==> src/rtl/nv_nvdla_sdp_pkg.sv <==
// Shared SDP DMA definitions: legal width ratios, beat counter width and the
// per-word beat count used by both the RDMA splitter and the WDMA packer.
package nv_nvdla_sdp_pkg;

  localparam int CNT_W = 4;

  typedef enum logic {
    EMPTY = 1'b0,
    FULL  = 1'b1
  } split_state_t;

  function automatic bit ratio_legal(input int ratio);
    return (ratio == 1) || (ratio == 2) || (ratio == 4) || (ratio == 8);
  endfunction

  // 8-bit precision halves the payload per beat, so a word needs twice the beats
  function automatic logic [CNT_W:0] nbeat(input int ratio, input logic dp8);
    return dp8 ? (CNT_W+1)'(2 * ratio) : (CNT_W+1)'(ratio);
  endfunction

endpackage

==> src/rtl/nv_nvdla_sdp_split_mux.sv <==
// Combinational beat selector: picks beat cnt out of the held word, either a
// full IW slice or a zero-extended IHW slice in 8-bit mode.
module nv_nvdla_sdp_split_mux
  import nv_nvdla_sdp_pkg::*;
#(
  parameter int IW    = 256,
  parameter int IHW   = IW / 2,
  parameter int OW    = 256,
  parameter int RATIO = OW / IW
) (
  input  logic [OW-1:0]    hold_data,
  input  logic [CNT_W-1:0] cnt,
  input  logic             dp8,
  output logic [IW-1:0]    out_data
);

  logic [IW-1:0]  full_beat;
  logic [IHW-1:0] half_beat;

  always_comb begin
    full_beat = '0;
    half_beat = '0;
    for (int k = 0; k < RATIO; k++) begin
      if (cnt == CNT_W'(k)) full_beat = hold_data[k*IW +: IW];
    end
    for (int k = 0; k < 2 * RATIO; k++) begin
      if (cnt == CNT_W'(k)) half_beat = hold_data[k*IHW +: IHW];
    end
    out_data = dp8 ? {{(IW-IHW){1'b0}}, half_beat} : full_beat;
  end

endmodule

==> src/rtl/nv_nvdla_sdp_rdma_split.sv <==
// SDP RDMA width splitter: one OW word in, RATIO (or 2*RATIO in 8-bit mode)
// IW beats out. Define NVDLA_SDP_SPLIT_LAST_EN to add the out_last port.
module nv_nvdla_sdp_rdma_split
  import nv_nvdla_sdp_pkg::*;
#(
  parameter int IW    = 256,
  parameter int IHW   = IW / 2,
  parameter int OW    = 256,
  parameter int RATIO = OW / IW
) (
  input  logic          nvdla_core_clk,
  input  logic          nvdla_core_rst,
  input  logic          cfg_dp_8,
  input  logic          inp_pvld,
  output logic          inp_prdy,
  input  logic [OW-1:0] inp_data,
  output logic          out_pvld,
  input  logic          out_prdy,
  output logic [IW-1:0] out_data
`ifdef NVDLA_SDP_SPLIT_LAST_EN
  ,
  output logic          out_last
`endif
);

  localparam bit CFG_OK = ratio_legal(RATIO) && (IW % 2 == 0) && (OW == RATIO * IW);

  if (!CFG_OK) begin : g_bad_cfg
    $error("nv_nvdla_sdp_rdma_split: illegal IW/OW/RATIO combination");
  end

  split_state_t     state, state_nxt;
  logic [CNT_W-1:0] cnt, cnt_nxt;
  logic             hold_dp8;
  logic [OW-1:0]    hold_data;
  logic             hold_vld;
  logic             is_last;
  logic             inp_acc;
  logic             out_acc;

  assign hold_vld = (state == FULL);
  assign is_last  = ({1'b0, cnt} == (nbeat(RATIO, hold_dp8) - (CNT_W+1)'(1)));
  assign inp_prdy = !hold_vld | (out_prdy & is_last);
  assign inp_acc  = inp_pvld & inp_prdy;
  assign out_pvld = hold_vld;
  assign out_acc  = out_pvld & out_prdy;

  // A load on the last beat takes priority so words stream without bubbles
  always_comb begin
    state_nxt = state;
    cnt_nxt   = cnt;
    if (inp_acc) begin
      state_nxt = FULL;
      cnt_nxt   = '0;
    end else if (out_acc) begin
      if (is_last) begin
        state_nxt = EMPTY;
        cnt_nxt   = '0;
      end else begin
        cnt_nxt = cnt + CNT_W'(1);
      end
    end
  end

  always_ff @(posedge nvdla_core_clk) begin
    if (nvdla_core_rst) begin
      state    <= EMPTY;
      cnt      <= '0;
      hold_dp8 <= 1'b0;
    end else begin
      state <= state_nxt;
      cnt   <= cnt_nxt;
      if (inp_acc) hold_dp8 <= cfg_dp_8;
    end
  end

  always_ff @(posedge nvdla_core_clk) begin
    if (inp_acc) hold_data <= inp_data;
  end

  nv_nvdla_sdp_split_mux #(
    .IW    (IW),
    .IHW   (IHW),
    .OW    (OW),
    .RATIO (RATIO)
  ) u_mux (
    .hold_data (hold_data),
    .cnt       (cnt),
    .dp8       (hold_dp8),
    .out_data  (out_data)
  );

`ifdef NVDLA_SDP_SPLIT_LAST_EN
  assign out_last = hold_vld & is_last;
`endif

endmodule

==> config.mk <==
export PLATFORM = sky130hd
export DESIGN_NAME = nv_nvdla_sdp_rdma_split
export DESIGN_NICKNAME = d
export VERILOG_FILES = /design/src/rtl/nv_nvdla_sdp_pkg.sv /design/src/rtl/nv_nvdla_sdp_split_mux.sv /design/src/rtl/nv_nvdla_sdp_rdma_split.sv
export SDC_FILE = /design/constraint.sdc
export NUM_CORES = 1
export LEC_CHECK = 0
export BUFFER_PORTS_ARGS = -buffer_cell sky130_fd_sc_hd__buf_2
export CELL_PAD_IN_SITES_DETAIL_PLACEMENT = 2
export CELL_PAD_IN_SITES_GLOBAL_PLACEMENT = 2
export CORE_UTILIZATION = 28
export CTS_CLUSTER_SIZE = 8
export DETAILED_ROUTE_END_ITERATION = 7
export HOLD_SLACK_MARGIN = 0.15
export PLACE_DENSITY = 0.82
export SLEW_MARGIN = 20
export SYNTH_ARGS = -nofsm -noshare
export SYNTH_HDL_FRONTEND = slang
export SYNTH_HIERARCHICAL = 1
export SYNTH_SLANG_ARGS = --single-unit
export TNS_END_PERCENT = 10
==> constraint.sdc <==
create_clock -name nvdla_core_clk -period 14.6 [get_ports nvdla_core_clk]
set_input_delay 2.92 -clock nvdla_core_clk [delete_from_list [all_inputs] [get_ports nvdla_core_clk]]
set_output_delay 2.92 -clock nvdla_core_clk [all_outputs]
set_load 0.05 [all_outputs]
==> run metrics <==
gr usage total 19.1%; Die W 213 um; CTS tree yes; Critical Path Fanout Max 70; via count 9767; Max Cap Violations 0; Setup CP Type reg -> out; Placeable Area 0.0435 mm2; remaining global-route overflow 0; worst clock skew 0.0196 ns; hold crit path type reg -> reg; I/O Buffers 518; post-CTS sizing 0; most frequent CP cell buf_4; gr busiest metal met2; Reg power frac 42.9%; number of global-route vias before repair 10651; crit path DAT roughly 4.1 ns; Synth Instances 907; Via density approximately 4.9; Pleak 6.44 nW; worst path required time 11.68 ns; FILL cells 4554; final hold violations 0; Syn. warnings 6; delay-heaviest family, CP buffers and inverters; P&R area growth vs syn 32.3%; Synth Area per Inst around 14 um2; Adder-Cell Fraction of Synth Area less than 1%; pin count of the biggest net entering global routing 177; Period minus WS final 7.02 ns; fin util 37.8%; Initial Util between 20% and 30%; CP Cell Sequence buf_4 > buf_4 > nand3_1 > a21oi_1 > buf_2; hold buffer count at cts 0; critical path's slowest cell dfxtp_4; flops & latches, synth 262; synthesized area 0.0124 mm2; Post-DP HPWL 31600 um; syn_nets 1169; clk buf depth 3; status complete, no violations; share of cells above drive strength 1 50.0%; largest family of logic cells by synthesized area simple AND/OR/NAND/NOR gates; TritonCTS Sinks roughly 260; H-tree levels 2; met2 Usage GRT about a third; Max Freq 142 MHz; total CTS buffers 38; CTS root buf clkbuf_16; Gate power share 19.3%; Pwr per Cell Area 129 mW/mm2; Top-Level Pins 519; final net count around 1600; antenna violations before repair 17; top_reg_cell synth edfxtp_1; Internal ~1.5 mW; DRT iter0 DRCs 542; Initial DRT Pass Iterations 4; Post-CTS Setup Inserts 0; RSZ-0062 raised after global routing no; TNS Setup 0 ns; met1 Use GR 19.0%; startpoint class of the critical path flip-flop; xor-xnor portion of the synthesized cell area less than 1%; first-pass GRT wire length 64600 um; Die Ht 213 um; number of flops mapped to enable cells by yosys 256; Clock transition at path regs 0.05 ns; post-synthesis mux area share 0%; M3 GR Usage 7.66%; Buf/Inv on CP 3; GPL Wtd Cong about 0.8; Yosys cell types 31; async set-reset flop share out of synthesis 0%; Synth Area in Compound Gates between 5 and 6%; DRC errors left 0; Clk Latency, worst-skew pair 0.53 ns; Crit path largest cell delay 0.89 ns; final setup fails 0; Max VDD drop 0.0786 mV; Post-Synth Simple-Gate Area between 20% and 30%; clock share of power 37.8%; Worst Setup End Kind output pin; Seq/Total Area, Yosys 62.8%; switching part of the total 30.3%; P_sw between 600 and 700 uW; die area around 0.045 mm2; Core Rows 76; final worst-path cycle share 48.1%; final slew viol count 0; Routed Antenna Nets 0; Slew HR roughly 13%; total wire length ~46000 um; Slew @ Worst Pin 1.31 ns; wire per inst approximately 23 um
-- layer usage --
layer / wire [um] / vias up
met1: 15900 / 4854
met5: 113 / -
met3: 4400 / 91
li1: - / 4388
met2: 23600 / 418
met4: 1630 / 16
-- area by class of cell --
cell class	count	area, um2	share of cell area, %
Tap cell	585	732	4.45
Timing Repair Buffer	531	2720	16.5
Multi-Input combinational cell	540	4110	25.0
Sequential cell	262	7820	47.5
Inverter	5	18.8	0.114
Antenna cell	9	22.5	0.137
Clock buffer	43	1030	6.28
-- cell families (layout without fill, tap and decap cells) --
kind of cell / count (synthesis) / after routing
xor+xnor: 1 / 1
simple gates: 397 / 397
buf+inv: 105 / 579
fa+ha+maj: 1 / 1
compound gates: 141 / 141
other cells: 0 / 9
flops: 262 / 262
-- layout by cell type, fill, tap and decap left out, types with 2 or more instances in the layout --
cell and instances:
nand2b_1 129, nand3_1 129, dfxtp_1 4, dfxtp_4 2, buf_4 11, nor4b_2 112, clkbuf_1 2, o311ai_1 2
buf_2 518, buf_12 2, nor4b_1 16, o311ai_0 2, inv_1 4, clkbuf_16 41, diode_2 9, edfxtp_1 256
a21oi_1 132, nand2_1 2
-- sequential cells by signal, indices dropped and copies added, names as in the netlist --
register	cells
hold_dp8	1
hold_data	256
cnt	4
out_pvld	1
-- stage by stage --
stage / total power, mW / std cells / hold WS (ns) / worst slack [ns] / cell area (um2)
after floorplan: 1.21 / 907 / 0.491 / 3.87 / 12400
after global placement: 1.32 / 1922 / 0.525 / 7.61 / 15400
after detailed placement: 1.33 / 1922 / 0.552 / 7.59 / 15400
after CTS: 2.16 / 1965 / 0.560 / 7.51 / 16400
after global routing: 2.19 / 1974 / 0.594 / 7.36 / 16400
final: 2.12 / 1975 / 0.560 / 7.58 / 16400
-- path summary, 6_finish.rpt --
check | startpoint | to | slack (ns) | cells after the start
max reg2reg | hold_dp8 | hold_data[144] | 9.75 | 6
max | hold_dp8 | out_data[5] | 7.58 | 5
min reg2reg | cnt[3] | cnt[3] | 0.56 | 2
min | cnt[3] | cnt[3] | 0.56 | 2
-- synth_stat cells (2+ instances only) --
cell type / instances / area, um2
o311ai_0: 2 / 17.5
nand2b_1: 129 / 807
buf_6: 14 / 158
buf_1: 16 / 60.1
nand3_1: 129 / 646
a21oi_1: 132 / 661
dfxtp_1: 6 / 120
nand2_1: 2 / 7.51
nor4b_1: 16 / 140
clkbuf_1: 51 / 191
o311ai_1: 2 / 17.5
nor4b_2: 112 / 1680
inv_1: 4 / 15.0
edfxtp_1: 256 / 7690
or3_1: 2 / 12.5
buf_2: 19 / 95.1
-- power by group through the flow --
| stage | Clock, mW | Combinational, mW | Sequential, mW |
|---|---|---|---|
| floorplan | 0 | 0.290 | 0.919 |
| global placement | 0 | 0.399 | 0.921 |
| detailed placement | 0 | 0.409 | 0.925 |
| CTS | 0.832 | 0.411 | 0.912 |
| global route | 0.851 | 0.427 | 0.915 |
| finish | 0.803 | 0.409 | 0.911 |
-- worst min-delay path, cell delays in order (launching register included) --
cell and delay, ns:
dfxtp_1 0.36, o21ai_0 0.09, a21oi_1 0.06
No activity file was read; power rests on OpenSTA's default activity.
